`config.mk`:
```
export PLATFORM = sky130hd
export DESIGN_NAME = ram_burst_ctrl
export DESIGN_NICKNAME = d
export VERILOG_FILES = /design/src/rtl/ram_burst_ctrl.sv
export SDC_FILE = /design/constraint.sdc
export NUM_CORES = 1
export LEC_CHECK = 0
export ABC_CLOCK_PERIOD_IN_PS = 2510
export CAP_MARGIN = 20
export CORE_UTILIZATION = 40
export CTS_CLUSTER_DIAMETER = 200
export DETAILED_ROUTE_END_ITERATION = 8
export HOLD_SLACK_MARGIN = 0.08
export MAX_ROUTING_LAYER = met4
export PLACE_DENSITY = 0.8
export SYNTH_ARGS = -nofsm -noshare
export SYNTH_HDL_FRONTEND = slang
export SYNTH_SLANG_ARGS = --single-unit
```
`constraint.sdc`:
```
create_clock -name clk -period 2.51 [get_ports clk]
set_input_delay 0.251 -clock clk [delete_from_list [all_inputs] [get_ports clk]]
set_output_delay 0.251 -clock clk [all_outputs]
set_load 0.01 [all_outputs]
```
`src/rtl/ram_burst_ctrl.sv`:
```
// ram_burst_ctrl: turns one burst request into single-cycle accesses on a
// synchronous-read RAM port. Writes are paced by a valid/ready data stream.
// Reads issue one access per cycle. Responses come out one cycle behind their
// accesses. No access ever targets an address above the request's upper
// bound. Addresses never wrap past all-ones back to zero.
module ram_burst_ctrl #(
    parameter int ADDR_W = 8,
    parameter int DATA_W = 8,
    parameter int LEN_W  = 4
) (
    input  logic              clk,
    input  logic              rst_n,

    // Request channel
    input  logic              req_valid,
    output logic              req_ready,
    input  logic              req_write,
    input  logic [ADDR_W-1:0] req_addr,
    input  logic [LEN_W-1:0]  req_len,
    input  logic [ADDR_W-1:0] req_max,

    // Write data stream
    input  logic              wd_valid,
    output logic              wd_ready,
    input  logic [DATA_W-1:0] wd_data,

    // RAM port
    output logic              ram_en,
    output logic              ram_we,
    output logic [ADDR_W-1:0] ram_addr,
    output logic [DATA_W-1:0] ram_wdata,
    input  logic [DATA_W-1:0] ram_rdata,

    // Read response stream (cannot be stalled)
    output logic              rsp_valid,
    output logic [DATA_W-1:0] rsp_data,
    output logic              rsp_last,

    // Error reporting
    output logic              err_range,
    output logic [7:0]        err_count
);

    typedef enum logic [1:0] {
        IDLE  = 2'd0,
        WRITE = 2'd1,
        READ  = 2'd2
    } state_t;

    state_t            state_q, state_d;
    logic [ADDR_W-1:0] cur_addr_q, cur_addr_d;
    logic [LEN_W-1:0]  beats_left_q, beats_left_d;
    logic [ADDR_W-1:0] max_q, max_d;

    logic              rsp_valid_q, rsp_valid_d;
    logic              rsp_last_q, rsp_last_d;
    logic              err_range_q, err_range_d;
    logic [7:0]        err_count_q, err_count_d;

    // Per-beat termination conditions, all derived from the current beat.
    logic              at_max;
    logic              at_top;
    logic              more_beats;
    logic              beat_last;
    logic              beat_trunc;
    logic              beat_fire;

    assign at_max     = (cur_addr_q == max_q);
    assign at_top     = (cur_addr_q == {ADDR_W{1'b1}});
    assign more_beats = (beats_left_q != '0);
    // A beat ends the burst if the count is exhausted, or if the next address
    // would exceed the bound or wrap past all-ones.
    assign beat_last  = !more_beats || at_max || at_top;
    // Ending early while beats remain is a truncation and is reported.
    assign beat_trunc = more_beats && (at_max || at_top);

    // Next-state, datapath updates and combinational handshake/RAM outputs.
    always_comb begin
        state_d      = state_q;
        cur_addr_d   = cur_addr_q;
        beats_left_d = beats_left_q;
        max_d        = max_q;
        rsp_valid_d  = 1'b0;
        rsp_last_d   = 1'b0;
        err_range_d  = 1'b0;
        req_ready    = 1'b0;
        wd_ready     = 1'b0;
        ram_en       = 1'b0;
        ram_we       = 1'b0;
        ram_wdata    = '0;
        beat_fire    = 1'b0;

        unique case (state_q)
            IDLE: begin
                // Held low while reset is asserted so nothing is accepted
                // before the block is out of reset.
                req_ready = rst_n;
                if (req_valid && rst_n) begin
                    cur_addr_d   = req_addr;
                    beats_left_d = req_len;
                    max_d        = req_max;
                    if (req_addr > req_max) begin
                        // Start already out of range: reject, no access.
                        err_range_d = 1'b1;
                    end else if (req_write) begin
                        state_d = WRITE;
                    end else begin
                        state_d = READ;
                    end
                end
            end

            WRITE: begin
                wd_ready = 1'b1;
                if (wd_valid) begin
                    ram_en    = 1'b1;
                    ram_we    = 1'b1;
                    ram_wdata = wd_data;
                    beat_fire = 1'b1;
                end
            end

            READ: begin
                ram_en      = 1'b1;
                beat_fire   = 1'b1;
                // The response for this access appears next cycle.
                rsp_valid_d = 1'b1;
                rsp_last_d  = beat_last;
            end

            default: begin
                state_d = IDLE;
            end
        endcase

        if (beat_fire) begin
            if (beat_last) begin
                state_d     = IDLE;
                err_range_d = beat_trunc;
            end else begin
                cur_addr_d   = cur_addr_q + ADDR_W'(1);
                beats_left_d = beats_left_q - LEN_W'(1);
            end
        end
    end

    // Error counter increments on every pulse and saturates at its maximum.
    always_comb begin
        err_count_d = err_count_q;
        if (err_range_q && (err_count_q != 8'hFF)) begin
            err_count_d = err_count_q + 8'd1;
        end
    end

    // State and burst bookkeeping registers; reset abandons any burst.
    always_ff @(posedge clk or negedge rst_n) begin
        if (!rst_n) begin
            state_q      <= IDLE;
            cur_addr_q   <= '0;
            beats_left_q <= '0;
            max_q        <= '0;
        end else begin
            state_q      <= state_d;
            cur_addr_q   <= cur_addr_d;
            beats_left_q <= beats_left_d;
            max_q        <= max_d;
        end
    end

    // Registered response and error outputs; reset drops a pending response.
    always_ff @(posedge clk or negedge rst_n) begin
        if (!rst_n) begin
            rsp_valid_q <= 1'b0;
            rsp_last_q  <= 1'b0;
            err_range_q <= 1'b0;
            err_count_q <= '0;
        end else begin
            rsp_valid_q <= rsp_valid_d;
            rsp_last_q  <= rsp_last_d;
            err_range_q <= err_range_d;
            err_count_q <= err_count_d;
        end
    end

    assign ram_addr  = cur_addr_q;
    assign rsp_valid = rsp_valid_q;
    assign rsp_last  = rsp_last_q;
    // The RAM itself supplies the one-cycle register stage on read data, so
    // the response data follows ram_rdata, qualified by the registered valid.
    // It is zero whenever no response is valid, including during reset.
    assign rsp_data  = rsp_valid_q ? ram_rdata : '0;
    assign err_range = err_range_q;
    assign err_count = err_count_q;

endmodule

```
== Word level (Yosys, flattened, before mapping) ==
Cells that the tools add are included.
Storage, ports and cells
  bits in registers: 33
  output and inout port bits: 39
  word-level logic and storage cells: 57
Operators by class
  multiplexer cells: 29
  equal/unequal tests: 5
  $add $sub $neg: 3
  reductions and logical operators: 11
  $lt $le $gt $ge: 1
Operators with widths (count)
  $mux W8: 7
  $add A8 B1 Y8 const B: 2
  $mux W4: 4
  $mux W1: 11
  $mux W2: 5
  $eq A8 B8 Y1: 1
  $eq A8 B8 Y1 const B: 1
  $gt A8 B8 Y1: 1
  $ne A8 B8 Y1 const B: 1
  $pmux W2 S2: 1
  $reduce_bool A4 Y1: 1
  $sub A4 B1 Y4 const B: 1
  $logic_and A1 B1 Y1: 3
  $logic_or A1 B1 Y1: 3
  $eq A2 B1 Y1 const B: 1
  $eq A2 B2 Y1 const B: 1
  $logic_not A2 Y1: 1
  $pmux W1 S2: 1
  $reduce_and A2 Y1: 1
  $reduce_or A2 Y1: 1
  $logic_not A1 Y1: 1

== Depth between registers and ports, before layout ==
  depth in word-level cells: 6
  depth in mapped cells: 8
  mapped depth without buffers: 7

== Least setup slack after synthesis ==
Ideal clock, no wire load.
  path type: flip-flop to flip-flop
  from: register cur_addr_q[0], in the netlist ram_addr[0]
  to: register cur_addr_q[1], in the netlist ram_addr[1]
  path slack: 555 ps
  arrival time: 1828 ps
  clock period less this slack: 1955 ps
  stages on the path, launching flop included: 7
  library setup time: 128 ps
  cell sequence: dfrtp_1 ha_1 and4_1 and4_1 o21bai_4 nor3_4 mux2_1
On the way
  word-level cells in the longest chain between the ends: 5
Ends and longest elaborated chain
  start: declaration: RTL line 51  | logic [ADDR_W-1:0] cur_addr_q, cur_addr_d;
  start signal: assignment: RTL line 164  | cur_addr_q <= cur_addr_d;
  branches (longest 3 deep; another with $add A8 B1 Y8)
  $mux W8 (*): RTL line 137  | if (beat_last) begin
  $mux W8 (*): RTL line 136  | if (beat_fire) begin
  named net cur_addr_d[1]: RTL line 51
Mark *: on every way through the listed nets, which the timed path passes.
A chain may end at the register's enable or synchronous reset.

== Worst setup path after layout ==
  from: register state_q[1]
  to: output port ram_en
On the way
  word-level cells in the longest chain between the ends: 2
Ends and longest elaborated chain
  start: declaration: RTL line 50  | state_t state_q, state_d;
  start signal: assignment: RTL line 163  | state_q <= state_d;
  $eq A2 B2 Y1 / $eq A2 B1 Y1 (equally long branches): RTL line 93  | unique case (state_q)
  $pmux W1 S2 (*): RTL line 93
  end: declaration: RTL line 28  | output logic ram_en,
Every way passes the cells marked *; elsewhere a longest branch is shown, timed or not.

==> flow_summary.toml <==
[setup_path]
critPathMaxFanout = 10
required_ns = 2.26
worstSetupPathType = "reg2out"
cp_cell_sequence = "inv_1 > ha_1 > and2_1 > o21ai_2 > inv_2 > clkdlybuf4s50_1"
cp.arrival_ns = 2.06
ff2ff_path_depth = 6
critPathSlowestCell = "clkdlybuf4s50_1"
endpoint_kind = "output port"
max_stage_delay_ns = 0.52
start_kind = "flop"

[global_route]
grtUsageTotal = 0.223
gr-total-overflow = 0
grt_max_degree = 30
antenna_found_initial = 0
grt_pass1_wl_um = 10100
grt_pass1_vias = 2061

[clocking]
cts_root_buf = "clkbuf_8"
cts_made_buffers = 5
cts_tree = "done"
cts_sinks = 33
cts.repair.resized = 0
clk_transition_reported_paths_ns = 0.06
cts_setup_buffers = 0
clock_path_buffers = 2
clkLatencyLatePin_ns = 0.29
cts_max_level = 2
hold_buffers = 0

[timing]
period_share = 0.921
hold_ws_ns = 0.226
fmax_mhz = 433
slew_viol_final = 0
totalNegativeSetupSlack_ns = 0
slew_headroom = 0.611
fin_skew_ns = 0.00765
rsz0062_at_grt = "no"
hold_viol = 0
setup_violations = 0
worst_pin_slew_ns = 0.584
finalCriticalPeriod_ns = 2.31

[routing]
vias = 2112
vias_per_cell = 5.32
wl_per_cell_um = 14.7
drc = 0
drtPass1Iterations = 4
initialDrtViolationCount = 108
wirelength_um = 5850
drtAntennaViolNets = 0

[place]
portBuffers = 79
gp_congestion = 0.899
hpwl_um = 4520
dp_cells = 389
postPlaceCellArea_um2 = 3070

[logic_synthesis]
syn_area_um2 = 2200
ys_ff_latch = 33
ys_seq_area_frac = 0.376
synth_edf_count = 0
synth.distinct_cells = 48
synth.avg_cell_area_um2 = 9.04
async_flop_share = 1.00
synth.area.top_cells = "dfrtp_1 (38%), ha_1 (8.5%), nand2_1 (7.2%)"
syn-instance-count = 243
yosys_warnings = 0
synth_nets = 299
synthFlopType = "dfrtp_1"
synth_top_area_frac = 0.376
synth_top_area_cell = "dfrtp_1"

[final_layout]
nFillCells = 469
syn_to_final_growth_pct = 43.7
insertedDiodeCount = 0
drive_above_1_share = 0.0581
design_area_um2 = 3160
nets = 382
final_core_util = 0.606
stdcell_count = 397

[power]
powerDensity_nw_per_um2 = 876
leakage_nw = 1.38
peakVddDrop_mv = 0.425

[floorplan]
die_area_um2 = 5790
start_util = 0.422
fp.coreArea_um2 = 5200
die_w_um = 76.1
die_h_um = 76.1
num_rows = 26
ios = 80

[outcome]
status = "completed"

[min_path]
hold_path_class = "in2async"

[run]
maxCapViolCount = 0
==> metrics by stage <==
step                total power [W]  worst slack, ns
floorplan                   0.00177            0.555
global placement            0.00235            0.432
detailed placement          0.00239            0.390
CTS                         0.00278            0.204
global route                0.00299           0.0749
finish                      0.00277            0.200
==> sequential cells by signal, indices dropped and copies added, names as in the netlist <==
register / count
rsp_last: 1
max_q: 8
state_q: 2
ram_addr: 8
rsp_valid: 1
err_count: 8
beats_left_q: 4
err_range: 1
==> layout make-up <==
class | count | area (µm²) | share of cell area
sequential | 33 | 826 | 0.262
timing repair buffer | 84 | 828 | 0.262
clock buffer | 6 | 72.6 | 0.0230
clock inverter | 2 | 10.0 | 0.00317
inverter | 14 | 52.6 | 0.0166
multi-input combinational | 188 | 1280 | 0.405
tap | 70 | 87.6 | 0.0277
==> worst paths after layout <==
path / startpoint / endpoint / slack (ns)
min reg2reg: err_count[6] / err_count[6] / 0.51
max reg2reg: ram_addr[0] / ram_addr[1] / 0.37
max in group asynchronous: rst_n / rsp_valid / 1.60
max: state_q[1] / ram_en / 0.20
min in group clk: err_count[6] / err_count[6] / 0.51
min: rst_n / max_q[2] / 0.23
==> cell usage after synthesis, types with 3 or more instances <==
cell / number
a21oi_1: 5
a32o_1: 5
a32oi_1: 3
and2_1: 13
and3_1: 10
and4_1: 3
clkbuf_1: 6
dfrtp_1: 33
ha_1: 15
inv_1: 13
nand2_1: 42
nand3_1: 6
nand4_1: 5
nor2_1: 10
nor2b_1: 6
o2111ai_1: 6
o21ai_0: 9
or2_1: 3
xnor2_1: 11
xor2_1: 4
==> worst max-delay path: cells and delay by family, from the launching register on <==
kind / cells / cell delay (ns)
buffers and inverters: 3 / 0.70
AO/OA/AOI/OAI: 1 / 0.10
flip-flops: 1 / 0.41
AND/OR/NAND/NOR: 1 / 0.23
adder cells (fa/ha/maj): 1 / 0.33
==> cells by family (layout without fill, tap and decap cells) <==
group	count (synthesis)	in the layout	share of synthesized area
muxes	3	3	0.0148
and+or+nand+nor	106	106	0.248
buffers and inverters	22	106	0.0416
DFF	33	33	0.376
AOI/OAI and AO/OA	49	49	0.175
xor gates and xnor gates	15	15	0.0598
adders and majority gates	15	15	0.0854
==> cell usage in the layout (no fill, tap or decap), types with 2 or more instances in the layout <==
master            n
or2_1             3
a32oi_1           3
o31a_1            2
inv_1            13
o211ai_1          2
clkdlybuf4s50_1  79
nor2_1           10
buf_4             5
a211oi_1          2
nor4_1            2
clkbuf_8          5
nand2_1          42
xnor2_1          11
dfrtp_1          33
and3_1           10
a2111oi_0         2
o21a_1            2
o2111ai_1         6
clkinv_2          2
and4_1            3
ha_1             15
and2_1           13
xor2_1            4
a21oi_1           5
nor2b_1           6
nand3_1           6
nand4_1           5
nor3_1            2
a32o_1            5
o21ai_0           9
==> metal layers <==
metal,track usage,vias to the layer above,routed length (µm)
li1,-,1034,-
met1,0.287,1003,2620
met2,0.343,65,2840
met3,0.0551,10,291
met4,0.0788,0,101
met5,-,-,0
==> power by group <==
part	leakage (nW)	switching [W]	internal, W
registers	0.421	0.000258	0.000736
clock network	0.0450	0.000195	0.000192
logic	0.911	0.000654	0.000732
No activity file was read; power rests on OpenSTA's default activity.
==> patch 1 (config.mk and constraints unchanged) <==
Re-encode `state_t` (3 states) as one-hot, 3 bits wide.
--- a/src/rtl/ram_burst_ctrl.sv
+++ b/src/rtl/ram_burst_ctrl.sv
@@ -41,10 +41,10 @@
     output logic [7:0]        err_count
 );
 
-    typedef enum logic [1:0] {
-        IDLE  = 2'd0,
-        WRITE = 2'd1,
-        READ  = 2'd2
+    typedef enum logic [2:0] {
+        IDLE  = 3'b001,
+        WRITE = 3'b010,
+        READ  = 3'b100
     } state_t;
 
     state_t            state_q, state_d;
Formal check against the unedited RTL: same outputs for any inputs over 10 cycles, from zero or initial values and one cycle with rst_n low; not proved beyond that.
==> patch 1 against the unedited design <==
Maximum frequency rose by 5.1%; cell area fell by 3.5%; cell count fell by 5.3%; global-route usage fell by 2.0 points; setup slack improved by 0.11 ns; area after synthesis fell by 5.2%; core utilization rose by 1.8 points; routed wire length fell by 15%; synthesized cell count fell by 6.2%; sequential cell count rose by 1; die area fell by 5.1%; non-clock buffer count fell by 1.
Power is not compared: it rests on default switching activity, and its combinational part moved more than twofold at a synthesized area within 25%.
==> patch 1: results <==
set metrics [dict create \
    cts_inserted_buffers 5 \
    synth_warnings 0 \
    dr.first_iter.drc_count 76 \
    routed_wl_um 4970 \
    status "complete, no violations" \
    async_flop_share_pct 100 \
    ys_seq_area_share_pct 40.9 \
    crit_slowest_cell "clkdlybuf4s50_1" \
    max-slew-margin-rel_pct 64.8 \
    place.detailed.hpwl_um 3990 \
    grt_pass1_wl_um 8210 \
    arrival_ns 1.95 \
    hp-class "primary input to asynchronous set/reset pin" \
    synth.distinct_cells 47 \
    dp_slack_ns 0.236 \
    critPathTopFamily "simple AND/OR/NAND/NOR gates" \
    utilization_pct 62.4 \
    cp-startpoint "state_q[2]" \
    r2r-start "ram_addr[0]" \
    clk_latency_ns 0.29 \
    dpl_cell_area_sq_um 2930 \
    track_usage_pct 20.3 \
    gp_congestion 0.799 \
    stdcell_count 376 \
    firstDrtPassIters 4 \
    antenna_cells 0 \
    p_leak_nw 1.33 \
    synth_flop_cell "dfrtp_1" \
    max_stage_delay_ns 0.59 \
    cts-htree-levels 2 \
    tns_ns 0 \
    synth_commonest_cells "dfrtp_1 (33), nand2_1 (31), nor2_1 (17)" \
    skew_ns 0.00665 \
    placed_cells 368 \
    grt_pass1_vias 1789 \
    antenna_found_initial 0 \
    holdWs_ns 0.489 \
    path_clk_slew_ns 0.08 \
    port_buffers 79 \
    syn_inst 228 \
    synth_fp_nets 281 \
    ir_drop_mv 0.345 \
    r2r_setup_slack_ns 0.40 \
    nets 361 \
    final.min_clock_period_ns 2.20 \
    grt_max_degree 35 \
    post_cts_buffers 0 \
    post_cts_resized 0 \
    via_per_inst 4.96 \
    fillers 427 \
    drive_above_1_share_pct 6.15 \
    clockRootBuffer "clkbuf_8" \
    ctsLongestPathBuffers 2 \
    worstPathMaxFanout 6 \
    ys_top_cells_by_area "dfrtp_1 (40%), ha_1 (7.2%), nand2_1 (5.6%)" \
]
[patch 1: area by class of cell]
cell class / instances / share of cell area, %
Inverter: 13 / 1.60
Multi-Input combinational cell: 171 / 37.0
Clock buffer: 5 / 2.26
Timing Repair Buffer: 83 / 27.0
Tap cell: 67 / 2.75
Clock inverter: 3 / 1.48
Sequential cell: 34 / 28.0
[patch 1: cell families after synthesis]
group / synth area share (%)
multiplexers: 2.04
adder cells (fa/ha/maj): 7.21
XOR/XNOR: 6.73
flip-flops: 40.9
AO/OA/AOI/OAI: 13.9
AND/OR/NAND/NOR: 24.1
buffers and inverters: 5.04
[patch 1: path summary, 6_finish.rpt]
kind	cells after the start	endpoint
min in group clk	1	err_count[4]
min	2	state_q[2]
min reg2reg	1	err_count[4]
max in group asynchronous	2	state_q[0]
max reg2reg	8	beats_left_q[0]
max	4	ram_en
[patch 1: routing by layer]
layer	vias to the layer above	track usage [%]	part of all wire, %
li1	956	-	-
met1	859	25.4	44
met2	44	32.8	51
met3	6	4.07	3.9
met4	0	6.41	1.2
met5	-	-	0
[patch 1: power by group]
part	internal, mW	total [mW]	switching [mW]
registers	0.659	0.797	0.139
clock network	0.295	0.512	0.216
logic	0.325	0.582	0.257
total	1.28	1.89	0.612
==> patch 2 (same flow settings) <==
Without the edit above. `ADDR_W`: 8 -> 9.
--- a/src/rtl/ram_burst_ctrl.sv
+++ b/src/rtl/ram_burst_ctrl.sv
@@ -4,7 +4,7 @@
 // accesses. No access ever targets an address above the request's upper
 // bound. Addresses never wrap past all-ones back to zero.
 module ram_burst_ctrl #(
-    parameter int ADDR_W = 8,
+    parameter int ADDR_W = 9,
     parameter int DATA_W = 8,
     parameter int LEN_W  = 4
 ) (
Interface: changed (resized ram_addr, req_addr and req_max); port bits go from 80 to 83. No check against the original RTL was run, so the function may have changed too.
==> patch 2 against the unedited design <==
Area after synthesis increased by 0.80%; cell area grew 3.2%; power rose by 11%; routed wire length decreased by 1.6%; count of clock-buffer cells in the layout is 1 lower; sequential cell count rose by 2; global-route usage down 1.2 points; setup slack lost 0.085 ns; critical endpoint is now ram_addr[0].
==> patch 2: results <==
set metrics [dict create \
    avgRoutedWirePerCell_um 14.3 \
    signal_buffers 96 \
    clkCellAreaFrac_pct 2.73 \
    fillers 450 \
    p_switching_mw 1.21 \
    utilization_pct 62.6 \
    drive_above_1_share_pct 9.91 \
    holdWs_ns 0.172 \
    nets 392 \
    synth_commonest_cells "dfrtp_1 (35), nand2_1 (25), ha_1 (17)" \
    r2r-end "ram_addr[0]" \
    start_kind "flop" \
    placed_cells 395 \
    synth.distinct_cells 41 \
    status "complete, no violations" \
    dr.first_iter.drc_count 103 \
    track_usage_pct 21.2 \
    reg2reg_depth 10 \
    synth_fp_nets 297 \
    post-route-period-util_pct 95.4 \
    skew_ns 0.0105 \
    via_per_inst 5.21 \
    endpoint_kind "flop" \
    place.detailed.hpwl_um 4630 \
    routed_wl_um 5750 \
    ir_drop_mv 0.346 \
    dpl_cell_area_sq_um 3170 \
    synth.area.mux_share_pct 0.960 \
    ys_ff_latch 35 \
    max-slew-margin-rel_pct 71.9 \
    seq_share_pct 26.9 \
    syn_inst 237 \
    gp_congestion 0.874 \
    synth_compound_area_share_pct 15.4 \
    power_frac_comb_pct 54.1 \
    n_all_inverters 16 \
    layout.nonclk_buf_share_pct 28.4 \
    path_clk_slew_ns 0.08 \
    grt_max_degree 26 \
    synthAdderAreaFrac_pct 9.60 \
    multi_input_area_share_pct 37.4 \
    synth_xor_area_share_pct 7.06 \
    dp_slack_ns 0.0686 \
    synth_warnings 0 \
    ys_seq_area_share_pct 39.5 \
    ys_top_cells_by_area "dfrtp_1 (40%), ha_1 (9.6%), xnor2_1 (5.5%)" \
    arrival_ns 2.60 \
]
==> patch 2: changes by cell type in the layout (fill, tap and decap cells not counted), moves of 4 or more <==
cell       unedited run  this run
o221a_2               0         4
a31oi_1               0         4
and3_1               10        15
nand3_1               6        15
a21oi_1               5        12
buf_4                 5        14
nand2_1              42        25
nor2b_1               6         2
o2111ai_1             6         0
a32o_1                5         0
==> patch 2: critical path: stages (launching register included) <==
cell and delay (ns):
dfrtp_1 0.39, ha_1 0.24, and3_1 0.22, and3_1 0.18
ha_1 0.19, nor2_1 0.10, o31a_1 0.24, and2_2 0.29
buf_4 0.18, nor3_2 0.05, a211oi_2 0.23
==> patch 2: metal layers <==
metal	routed length, um	GRT usage [%]	vias up
met5	0	-	-
met4	114	8.46	0
met3	405	4.67	14
met2	2770	35.5	99
met1	2460	24.5	956
li1	-	-	1029
